$ cat config.mk
export PLATFORM = sky130hd
export DESIGN_NAME = bcd_stopwatch_counter_flat
export DESIGN_NICKNAME = d
export VERILOG_FILES = /design/src/rtl/bcd_stopwatch_counter_if.sv /design/src/rtl/bcd_stopwatch_counter.sv /design/src/flat_wrapper.sv
export SDC_FILE = /design/constraint.sdc
export NUM_CORES = 1
export LEC_CHECK = 0
export CORE_MARGIN = 1.5
export CORE_UTILIZATION = 56
export DETAILED_ROUTE_END_ITERATION = 8
export GPL_ROUTABILITY_DRIVEN = 0
export GPL_TIMING_DRIVEN = 0
export PLACE_DENSITY = 0.88
export SLEW_MARGIN = 20
export SYNTH_ARGS = -nofsm -noshare
export SYNTH_HDL_FRONTEND = slang
export SYNTH_SLANG_ARGS = --single-unit
$ cat constraint.sdc
create_clock -name clk -period 2.5 [get_ports clk]
set_clock_uncertainty 0.15 [all_clocks]
set_input_delay 0.375 -clock clk [delete_from_list [all_inputs] [get_ports clk]]
set_output_delay 0.375 -clock clk [all_outputs]
set_load 0.05 [all_outputs]
$ cat src/rtl/bcd_stopwatch_counter_if.sv
// Control and display-digit bundle of the two-digit BCD stopwatch.
// The master drives the controls and reads the digits; the counter is the slave.
interface bcd_stopwatch_counter_if;
    logic       start_stop;
    logic       clr;
    logic       up_dn;
    logic       load;
    logic [3:0] load_ones;
    logic [3:0] load_tens;
    logic [3:0] ones;
    logic [3:0] tens;
    logic       running;
    logic       wrap;

    modport master (
        output start_stop, clr, up_dn, load, load_ones, load_tens,
        input  ones, tens, running, wrap
    );

    modport slave (
        input  start_stop, clr, up_dn, load, load_ones, load_tens,
        output ones, tens, running, wrap
    );
endinterface

$ cat src/rtl/bcd_stopwatch_counter.sv
// Two-digit BCD up/down stopwatch with a run/hold toggle button, clear and parallel load.
// All digit/status outputs come straight from flops.
module bcd_stopwatch_counter #(
    parameter int TICK_DIV = 100_000_000
) (
    input  logic                    clk,
    input  logic                    rst,
    bcd_stopwatch_counter_if.slave  bus,
    output logic [1:0]              dbg_state
);
    localparam int PW = (TICK_DIV > 1) ? $clog2(TICK_DIV) : 1;
    localparam logic [PW-1:0] PRESC_LAST = PW'(TICK_DIV - 1);

    typedef enum logic [1:0] {
        IDLE = 2'd0,
        RUN  = 2'd1,
        HOLD = 2'd2
    } state_t;

    state_t          state, state_n;
    logic            ss_q;
    logic [PW-1:0]   presc, presc_n;
    logic [3:0]      ones_r, ones_n;
    logic [3:0]      tens_r, tens_n;
    logic            wrap_r, wrap_n;
    logic            running_r;
    logic            ss_edge;
    logic            tick;

    function automatic logic [3:0] clamp9(input logic [3:0] d);
        return (d > 4'd9) ? 4'd9 : d;
    endfunction

    assign ss_edge = bus.start_stop & ~ss_q;
    assign tick    = (state == RUN) && (presc == PRESC_LAST);

    // One decision per cycle: clr > load (outside RUN) > button edge > tick.
    always_comb begin
        state_n = state;
        presc_n = presc;
        ones_n  = ones_r;
        tens_n  = tens_r;
        wrap_n  = 1'b0;
        if (bus.clr) begin
            state_n = IDLE;
            presc_n = '0;
            ones_n  = 4'd0;
            tens_n  = 4'd0;
        end else if (bus.load && (state != RUN)) begin
            state_n = HOLD;
            presc_n = '0;
            ones_n  = clamp9(bus.load_ones);
            tens_n  = clamp9(bus.load_tens);
        end else if (ss_edge) begin
            presc_n = '0;
            case (state)
                IDLE, HOLD: state_n = RUN;
                RUN:        state_n = HOLD;
                default:    state_n = IDLE;
            endcase
        end else if (state == RUN) begin
            if (tick) begin
                presc_n = '0;
                if (bus.up_dn) begin
                    if (ones_r < 4'd9) begin
                        ones_n = ones_r + 4'd1;
                    end else begin
                        ones_n = 4'd0;
                        if (tens_r < 4'd9) begin
                            tens_n = tens_r + 4'd1;
                        end else begin
                            tens_n = 4'd0;
                            wrap_n = 1'b1;
                        end
                    end
                end else begin
                    if (ones_r > 4'd0) begin
                        ones_n = ones_r - 4'd1;
                    end else begin
                        ones_n = 4'd9;
                        if (tens_r > 4'd0) begin
                            tens_n = tens_r - 4'd1;
                        end else begin
                            tens_n = 4'd9;
                            wrap_n = 1'b1;
                        end
                    end
                end
            end else begin
                presc_n = presc + PW'(1);
            end
        end else begin
            presc_n = '0;
        end
    end

    // ss_q resets high so a button held through reset is not seen as a press.
    always_ff @(posedge clk) begin
        if (rst) begin
            state     <= IDLE;
            ss_q      <= 1'b1;
            presc     <= '0;
            ones_r    <= 4'd0;
            tens_r    <= 4'd0;
            wrap_r    <= 1'b0;
            running_r <= 1'b0;
        end else begin
            state     <= state_n;
            ss_q      <= bus.start_stop;
            presc     <= presc_n;
            ones_r    <= ones_n;
            tens_r    <= tens_n;
            wrap_r    <= wrap_n;
            running_r <= (state_n == RUN);
        end
    end

    assign bus.ones    = ones_r;
    assign bus.tens    = tens_r;
    assign bus.wrap    = wrap_r;
    assign bus.running = running_r;
    assign dbg_state   = state;
endmodule

$ cat src/flat_wrapper.sv
// flat-port wrapper written by rule: the top's interface ports become plain ports
module bcd_stopwatch_counter_flat 
#(
    parameter int TICK_DIV = 100_000_000
)
  (clk, rst, dbg_state, bus_start_stop, bus_clr, bus_up_dn, bus_load, bus_load_ones, bus_load_tens, bus_ones, bus_tens, bus_running, bus_wrap);
  bcd_stopwatch_counter_if bus_i ();
  input  logic clk;
  input  logic rst;
  output logic [1:0] dbg_state;
  input wire logic [$bits(bus_i.start_stop)-1:0] bus_start_stop;
  input wire logic [$bits(bus_i.clr)-1:0] bus_clr;
  input wire logic [$bits(bus_i.up_dn)-1:0] bus_up_dn;
  input wire logic [$bits(bus_i.load)-1:0] bus_load;
  input wire logic [$bits(bus_i.load_ones)-1:0] bus_load_ones;
  input wire logic [$bits(bus_i.load_tens)-1:0] bus_load_tens;
  output wire logic [$bits(bus_i.ones)-1:0] bus_ones;
  output wire logic [$bits(bus_i.tens)-1:0] bus_tens;
  output wire logic [$bits(bus_i.running)-1:0] bus_running;
  output wire logic [$bits(bus_i.wrap)-1:0] bus_wrap;
  assign bus_i.start_stop = bus_start_stop;
  assign bus_i.clr = bus_clr;
  assign bus_i.up_dn = bus_up_dn;
  assign bus_i.load = bus_load;
  assign bus_i.load_ones = bus_load_ones;
  assign bus_i.load_tens = bus_load_tens;
  assign bus_ones = bus_i.ones;
  assign bus_tens = bus_i.tens;
  assign bus_running = bus_i.running;
  assign bus_wrap = bus_i.wrap;
  bcd_stopwatch_counter #(.TICK_DIV(TICK_DIV)) u_core (.clk(clk), .rst(rst), .bus(bus_i), .dbg_state(dbg_state));
endmodule
==> results of run 1 <==
==> metrics by stage <==
stage          area (um2)  total power (W)  hold WS [ns]
3_3_place_gp         2580         0.000800         0.283
4_1_cts              2690          0.00131         0.307
6_report             2690          0.00131         0.306
2_1_floorplan        2270         0.000752         0.268
5_1_grt              2690          0.00135         0.351
3_5_place_dp         2580         0.000804         0.295
==> cell families (layout without fill, tap and decap cells) <==
family	Yosys count	after routing	synth area share (%)
DFF	40	40	35.2
adders and majority gates	7	7	3.85
AOI/OAI and AO/OA	43	43	12.8
buffers and inverters	18	51	3.03
muxes	2	2	0.935
xor gates and xnor gates	25	25	9.63
and+or+nand+nor	148	148	34.6
==> metal layers <==
layer / global-route usage [%] / vias to the layer above
met5: 0 / -
met1: 34.1 / 1002
met4: 8.42 / 0
met3: 4.56 / 14
li1: - / 1062
met2: 39.6 / 94
==> cells in the final DEF (no fill, tap or decap), drive strengths merged, types with 2 or more instances in the layout <==
cell,n
nor3b,3
and2,3
or2,3
nor3,4
o22ai,2
a211oi,3
a21oi,8
clkbuf,12
dfxtp,40
nand4,11
o221ai,2
or3,5
a31oi,4
nor2b,4
nand3,18
o211ai,2
o21ai,9
xnor2,9
xor2,16
nand2b,5
ha,7
a31o,2
nor4,7
nor2,49
nand2,24
buf,2
clkdlybuf4s50,25
inv,10
and3,3
nand4b,2
o21a,2
==> sequential cells by signal, summed over array words and instances (netlist names) <==
signal,cells
u_core.bus.ones,4
u_core.bus.running,1
u_core.bus.tens,4
u_core.bus.wrap,1
u_core.dbg_state,2
u_core.presc,27
u_core.ss_q,1
==> cell type report <==
cell class / count / share of cell area (%)
Multi-Input combinational cell: 225 / 52.2
Sequential cell: 40 / 29.7
Timing Repair Buffer: 25 / 9.29
Clock buffer: 6 / 2.70
Tap cell: 48 / 2.23
Inverter: 10 / 1.39
Clock inverter: 2 / 1.30
Buffer: 8 / 1.16
==> worst max-delay path by stage <==
stage,end,cells after the start
6_report,u_core.bus.tens[1],7
5_1_grt,u_core.presc[15],7
4_1_cts,u_core.bus.tens[1],7
3_5_place_dp,u_core.bus.tens[1],6
3_3_place_gp,u_core.bus.tens[1],6
2_1_floorplan,u_core.bus.tens[1],7
==> power by group through the flow <==
stage / Combinational, W / Clock [W] / Sequential (W)
finish: 0.000139 / 0.000518 / 0.000652
CTS: 0.000138 / 0.000522 / 0.000652
floorplan: 0.0000671 / 0 / 0.000685
global route: 0.000151 / 0.000550 / 0.000653
global placement: 0.000134 / 0 / 0.000667
detailed placement: 0.000137 / 0 / 0.000667
==> worst reg2reg max path, delay by kind of cell, from the launching register on <==
kind | cells | cell delay [ns]
AOI/OAI and AO/OA | 2 | 0.26
adders and majority gates | 1 | 0.24
buffers and inverters | 1 | 0.15
DFF | 1 | 0.38
and+or+nand+nor | 3 | 1.08
==> reports/metrics.csv, run 1 <==
stage;metric;value;unit
outcome;status;complete, no violations;
cts;cts_tree;yes;
floorplan;io_pins;26;
layout;fin_nets;336;
floorplan;core;0.00377;mm2
synthesis;synth.distinct_cells;54;
pwr;ir_worst_vdd;0.000514;V
synthesis;ys_ff_latch;40;
detailed_routing;drt_wl_total;5160;um
pwr;switching_power;0.000307;W
floorplan;die_area;0.00445;mm2
detailed_routing;drtIter0Drc;247;
grt;grt_usage;25.0;%
pwr;power.density;486;mW/mm2
placement;hpwl;3700;um
synthesis;synth.most_common_cell;nor2_1;
sta;rsz0062_at_grt;false;
cts;cts-htree-levels;2;
grt;grt_pass1_wl;8630;um
worst_hold_path;hold_path.class;register to register;
cts;clk_pin_slew_worst_paths;0.08;ns
detailed_routing;ant_nets;0;
critical_path;path_buf_inv;1;
detailed_routing;wl_per_cell;14.2;um
placement;preCtsSetupSlack;0.00285;ns
sta;fin_setup_tns;0;ns
cts;cts_resized;0;
detailed_routing;viasPerCell;5.97;
worst_hold_path;min_path_cells;1;
synthesis;synth_nets;304;
critical_path;reg2reg_depth;7;
sta;slew_headroom;57.6;%
floorplan;die_w;66.7;um
sta;period_share;94.0;%
placement;placedCellCount;356;
synthesis;synth_area;0.00227;mm2
detailed_routing;vias;2172;
layout;antenna_cells;0;
synthesis;synth_edf_count;0;
detailed_routing;drc;0;
synthesis;synth_top_flop_cell;dfxtp_1;
critical_path;timing.critical_path.from;u_core.bus.ones[0];
cts;clock_sinks;40;
layout;fin_util;71.4;%
detailed_routing;dr_wl_met3;332;um
critical_path;critical-path-top-delay-family;simple AND/OR/NAND/NOR gates;
grt;grt_max_degree;13;
detailed_routing;highest_layer;met4;
layout;nFillCells;279;
detailed_routing;wl_met2;2330;um
critical_path;worst_path_largest_cell_delay;0.47;ns
cts;root_buffer;clkbuf_8;
detailed_routing;wl_met1;2410;um
floorplan;die_h;66.7;um
grt;grt-ovfl-total;0;
critical_path;crit_path_end_kind;register;
cts;clock_latency;0.29;ns
worst_hold_path;hold_end;u_core.presc[0];
synthesis;ys_warn_count;0;
synthesis;async_flop_share;0;%
critical_path;crit_arrival;2.39;ns
placement;io_buffers;25;
synthesis;syn_avg_cell_area;8.04;um2
sta;maxSlewViolCount;0;
pwr;clockPowerShare;39.5;%
grt;grt_pass1_vias;1967;
worst_hold_path;worstHoldStart;u_core.presc[0];
sta;setup-violations-final;0;
layout;drive_above_1_share;8.23;%
critical_path;timing.rr.start;u_core.bus.ones[0];
synthesis;synth_commonest_cells;nor2_1, dfxtp_1, nand2_1;
critical_path;critPathLaunchType;register;
grt;antenna_found_initial;0;
pwr;switching_share;23.4;%
cts;numCtsBuffers;5;
detailed_routing;dr.pass1.iters;5;
critical_path;criticalPathCategory;register to register;
critical_path;slowest_stage;or3_1;
pwr;p_leak;0.862;nW
layout;area_delta_synth_final;18.4;%
pwr;p_comb_share;10.7;%
pwr;internal_power;0.00100;W
synthesis;ys_seq_area_share;35.2;%
sta;hold_viol;0;
job;drv_cap;0;
critical_path;crit_chain;inv_1, ha_1, nor4b_2, a31o_2, nand4_1, or3_1, o311ai_0;
synthesis;synth_cells;283;
cts;postCtsSetupBuffers;0;
floorplan;placementRows;22;
layout;finalNonFillerCells;364;
cts;ctsHoldBuffers;0;
cts;cts_buffer_depth;2;
critical_path;r2r-end;u_core.bus.tens[1];
synthesis;synth.top_cell.area_share;35.2;%
layout;multi_input_comb_area;0.00141;mm2
critical_path;r2r_slack;0.15;ns
critical_path;crit_fanout;8;
sta;fin_crit;2.35;ns
sta;fin_ws;0.151;ns
critical_path;worstPathRequired;2.54;ns
floorplan;start_util;60.3;%
sta;worst_pin_slew;0.631;ns
synthesis;synth_top_area_cell;dfxtp_1;
synthesis;synth_area_leaders;dfxtp_1, nor2_1, xor2_1;
pwr;pwr-share-seq;49.8;%
sta;max_clock_freq;426;MHz
layout;regArea;801;um2
No activity file was read; power rests on OpenSTA's default activity.
==> run 2, diff against run 1 <==
--- a/config.mk
+++ b/config.mk
@@ -5,6 +5,7 @@
 export SDC_FILE = /design/constraint.sdc
 export NUM_CORES = 1
 export LEC_CHECK = 0
+export CORE_ASPECT_RATIO = 0.5
 export CORE_MARGIN = 1.5
 export CORE_UTILIZATION = 56
 export DETAILED_ROUTE_END_ITERATION = 8
==> reports/metrics.csv, run 2 (synthesis gave the netlist of run 1 again) <==
stage;metric;value;unit
outcome;status;complete, no violations;
worst_hold_path;hold_end;u_core.presc[0];
placement;placed_area;0.00259;mm2
critical_path;slowest_stage;or3_4;
worst_hold_path;min_path_cells;1;
placement;io_buffers;25;
layout;regMostFlops;u_core.presc;
critical_path;r2r_slack;0.17;ns
sta;fin_crit;2.33;ns
critical_path;criticalPathCategory;register to register;
floorplan;io_pins;26;
sta;max_clock_freq;430;MHz
detailed_routing;ant_nets;0;
critical_path;crit_chain;ha_1, nand2_1, or3_4, nor4_4, buf_4, mux2_2, o22ai_1;
cts;cts_resized;0;
floorplan;die_h;48.1;um
grt;antenna_found_initial;0;
floorplan;die_w;93.1;um
sta;hold_viol;0;
cts;numCtsBuffers;5;
worst_hold_path;hold_path.class;register to register;
cts;clock_latency;0.30;ns
critical_path;crit_fanout;6;
floorplan;die_area;0.00448;mm2
pwr;ir_worst_vdd;0.000224;V
layout;fin_nets;338;
layout;layout_common_cells;nor2_1, dfxtp_1, clkdlybuf4s50_1;
layout;design_area;0.00269;mm2
floorplan;placementRows;16;
layout;final_common_cell;nor2_1;
sta;slew_headroom;57.9;%
worst_hold_path;worstHoldStart;u_core.presc[0];
sta;fin_setup_tns;0;ns
detailed_routing;vias;2112;
job;drv_cap;0;
layout;nFillCells;308;
critical_path;timing.rr.start;u_core.presc[0];
cts;cts_tree;yes;
placement;preCtsSetupSlack;0.0541;ns
sta;rsz0062_at_grt;false;
critical_path;cp.depth;7;
detailed_routing;drtIter0Drc;119;
sta;fin_ws;0.175;ns
layout;antenna_cells;0;
pwr;power.density;447;mW/mm2
detailed_routing;wl_per_cell;14.1;um
layout;area_delta_synth_final;18.2;%
sta;period_share;93.0;%
cts;root_buffer;clkbuf_8;
critical_path;critPathLaunchType;register;
pwr;p_leak;0.858;nW
critical_path;r2r-end;u_core.bus.ones[0];
critical_path;reg2reg_depth;7;
detailed_routing;viasPerCell;5.69;
grt;grt_max_degree;13;
cts;cts-htree-levels;2;
critical_path;crit_arrival;2.39;ns
grt;grt-ovfl-total;0;
detailed_routing;drt_wl_total;5220;um
detailed_routing;drc;0;
critical_path;crit_path_end_kind;register;
critical_path;worstPathRequired;2.57;ns
grt;grt_pass1_wl;7820;um
cts;clock_sinks;40;
sta;setup-violations-final;0;
sta;fin_hold_ws;0.304;ns
sta;maxSlewViolCount;0;
placement;hpwl;3870;um
sta;worst_pin_slew;0.627;ns
critical_path;path_buf_inv;1;
grt;grt_pass1_vias;1737;
floorplan;core;0.00390;mm2
layout;largest_reg_flops;27;
floorplan;start_util;58.3;%
cts;clk_pin_slew_worst_paths;0.08;ns
critical_path;worst_path_largest_cell_delay;0.44;ns
critical_path;critical-path-top-delay-family;simple AND/OR/NAND/NOR gates;
layout;drive_above_1_share;8.83;%
grt;grt_usage;23.0;%
cts;cts_buffer_depth;2;
detailed_routing;dr.pass1.iters;4;
[run 2: final cells by class]
| cell class | count | area (um2) | area share, % |
|---|---|---|---|
| Sequential cell | 40 | 801 | 29.8 |
| Clock buffer | 5 | 68.8 | 2.56 |
| Buffer | 8 | 31.3 | 1.16 |
| Inverter | 10 | 37.5 | 1.40 |
| Clock inverter | 2 | 12.5 | 0.465 |
| Tap cell | 54 | 67.6 | 2.51 |
| Timing Repair Buffer | 27 | 265 | 9.87 |
| Multi-Input combinational cell | 225 | 1410 | 52.3 |
[run 2: worst max path at each step]
stage                             startpoint                 end  slack [ns]
final                        u_core.presc[0]  u_core.bus.ones[0]        0.17
after global routing      u_core.bus.ones[0]  u_core.bus.tens[1]        0.02
after CTS                    u_core.presc[0]  u_core.bus.ones[0]        0.17
after detailed placement      bus_start_stop  u_core.bus.ones[0]        0.05
after global placement             bus_up_dn  u_core.bus.tens[1]        0.06
after floorplan           u_core.bus.ones[0]  u_core.bus.tens[1]        0.20
[run 2: power by group]
group | switching [W] | internal (W) | leakage, nW
logic | 0.0000767 | 0.0000630 | 0.494
clock network | 0.000221 | 0.000189 | 0.0400
registers | 0.00000898 | 0.000643 | 0.323
total | 0.000307 | 0.000895 | 0.858
[run 2: repair_timing]
item	4_1_cts	5_1_grt
endpoints found under the setup margin	0	1
hold buffers	0	0
buffers inserted	0	2
[run 2: routing by layer]
metal	up-vias	global-route usage, %	part of all wire (%)
met4	0	7.88	0.84
met2	54	39.9	46
met1	989	28.8	48
li1	1063	-	-
met3	6	6.35	5.1
met5	-	0	0
[run 2: worst reg2reg max path, stage by stage (launching register included)]
cell	delay (ns)
dfxtp_1	0.36
ha_1	0.24
nand2_1	0.13
or3_4	0.44
nor4_4	0.27
buf_4	0.19
mux2_2	0.34
o22ai_1	0.12
[run 2: stage by stage]
step                      cells  power [W]  utilization (%)
after floorplan             283   0.000752                -
after global placement      362   0.000800             66.4
after detailed placement    362   0.000804             66.4
after CTS                   369    0.00120             68.5
after global routing        371    0.00125             68.9
final                       371    0.00120             68.9
==> run 3, diff against run 2 <==
--- a/config.mk
+++ b/config.mk
@@ -5,13 +5,15 @@
 export SDC_FILE = /design/constraint.sdc
 export NUM_CORES = 1
 export LEC_CHECK = 0
+export CELL_PAD_IN_SITES_DETAIL_PLACEMENT = 0
+export CELL_PAD_IN_SITES_GLOBAL_PLACEMENT = 1
 export CORE_ASPECT_RATIO = 0.5
 export CORE_MARGIN = 1.5
-export CORE_UTILIZATION = 56
+export CORE_UTILIZATION = 41
 export DETAILED_ROUTE_END_ITERATION = 8
 export GPL_ROUTABILITY_DRIVEN = 0
 export GPL_TIMING_DRIVEN = 0
-export PLACE_DENSITY = 0.88
+export PLACE_DENSITY = 0.86
 export SLEW_MARGIN = 20
 export SYNTH_ARGS = -nofsm -noshare
 export SYNTH_HDL_FRONTEND = slang
==> reports/metrics.csv, run 3 (synthesis gave the netlist of run 1 again) <==
stage;metric;value;unit
critical_path;criticalPathCategory;register to register;
grt;grt-ovfl-total;0;
detailed_routing;vias;2063;
detailed_routing;ant_nets;0;
critical_path;crit_arrival;2.42;ns
placement;io_buffers;25;
sta;hold_viol;0;
cts;cts-htree-levels;2;
cts;clock_sinks;40;
worst_hold_path;hold_path.class;register to register;
placement;preCtsSetupSlack;0.0192;ns
placement;hpwl;3940;um
detailed_routing;drt_wl_total;5210;um
sta;slew_headroom;57.2;%
grt;grt_pass1_wl;8810;um
critical_path;r2r-end;u_core.bus.ones[0];
detailed_routing;dr.pass1.iters;4;
cts;cts_tree;yes;
floorplan;die_area;0.00603;mm2
layout;area_delta_synth_final;18.9;%
grt;grt_usage;18.6;%
sta;fin_ws;0.147;ns
layout;drive_above_1_share;8.52;%
floorplan;die_w;108;um
detailed_routing;drtIter0Drc;95;
critical_path;endpoint;u_core.bus.ones[0];
detailed_routing;drc;0;
detailed_routing;wl_per_cell;13.5;um
sta;maxSlewViolCount;0;
critical_path;timing.rr.start;u_core.presc[0];
floorplan;die_h;55.7;um
critical_path;cp.depth;6;
critical_path;crit_path_end_kind;register;
sta;fin_setup_tns;0;ns
cts;clock_latency;0.30;ns
layout;regMostFlops;u_core.presc;
cts;cts_buffer_depth;2;
cts;root_buffer;clkbuf_8;
critical_path;path_buf_inv;0;
grt;grt_pass1_vias;1891;
outcome;status;complete, no violations;
critical_path;critPathLaunchType;register;
pwr;p_leak;0.856;nW
critical_path;crit_chain;ha_1, nand2_1, or3_4, nor4_4, mux2_2, o22ai_1;
layout;largest_reg_flops;27;
floorplan;start_util;44.3;%
layout;fin_nets;338;
critical_path;crit_fanout;6;
critical_path;critical-path-top-delay-family;simple AND/OR/NAND/NOR gates;
job;drv_cap;0;
layout;layout_common_cells;nor2_1, dfxtp_1, clkdlybuf4s50_1;
cts;clk_pin_slew_worst_paths;0.07;ns
critical_path;reg2reg_depth;6;
sta;setup-violations-final;0;
floorplan;placementRows;18;
critical_path;worst_path_largest_cell_delay;0.44;ns
grt;antenna_found_initial;0;
cts;numCtsBuffers;5;
detailed_routing;viasPerCell;5.33;
critical_path;worstPathRequired;2.57;ns
sta;rsz0062_at_grt;false;
layout;final_common_cell;nor2_1;
layout;antenna_cells;0;
grt;grt_max_degree;12;
floorplan;core;0.00513;mm2
sta;worst_pin_slew;0.637;ns
floorplan;io_pins;26;
sta;fin_crit;2.35;ns
sta;max_clock_freq;425;MHz
pwr;ir_worst_vdd;0.000203;V
pwr;power.density;445;mW/mm2
critical_path;r2r_slack;0.15;ns
sta;period_share;94.1;%
critical_path;slowest_stage;or3_4;
critical_path;timing.critical_path.from;u_core.presc[0];
run 3: cell types whose count changed in the layout (fill, tap and decap cells not counted), sizes merged:
cell      before  now
clkbuf        11   12
clkinvlp       1    0
run 3: area by class of cell:
type / count / area, um2
Tap cell: 70 / 87.6
Multi-Input combinational cell: 225 / 1410
Timing Repair Buffer: 27 / 265
Buffer: 8 / 31.3
Sequential cell: 40 / 801
Fill cell: 506 / 2430
Clock inverter: 1 / 5.00
Inverter: 10 / 37.5
Clock buffer: 6 / 72.6
run 3: how the worst min path moves through the flow:
stage,from,endpoint,slack (ns),depth (start not counted)
floorplan,u_core.presc[0],u_core.presc[0],0.27,1
detailed placement,u_core.presc[0],u_core.presc[0],0.29,1
global placement,u_core.presc[0],u_core.presc[0],0.28,1
global route,u_core.presc[0],u_core.presc[0],0.33,1
finish,u_core.presc[0],u_core.presc[0],0.31,1
CTS,u_core.presc[0],u_core.presc[0],0.31,1
run 3: power by group:
part	switching [W]	leakage, nW	internal [W]
registers	0.00000883	0.323	0.000643
logic	0.0000766	0.492	0.0000629
clock network	0.000223	0.0410	0.000190
run 3: through the flow:
stage | hold WS [ns] | total power, W | utilization [%] | cells | cell area [um2]
after floorplan | 0.268 | 0.000752 | - | 283 | 2270
after global placement | 0.277 | 0.000803 | 50.9 | 378 | 2610
after detailed placement | 0.293 | 0.000805 | 50.9 | 378 | 2610
after CTS | 0.309 | 0.00122 | 52.4 | 385 | 2690
after global routing | 0.326 | 0.00126 | 52.7 | 387 | 2710
final | 0.309 | 0.00120 | 52.7 | 387 | 2710
run 3: timing repair:
| action | in CTS | in global routing |
|---|---|---|
| gates resized for setup | 0 | 0 |
| endpoints found under the setup margin | 0 | 1 |
| setup buffers | 0 | 2 |
| hold buffers | 0 | 0 |
run 3: layer usage:
metal | up-vias | GRT usage, % | wire length (um)
met1 | 970 | 24.9 | 2620
met3 | 4 | 4.57 | 165
li1 | 1067 | - | -
met4 | 0 | 6.20 | 42
met5 | - | 0 | 0
met2 | 22 | 29.3 | 2380
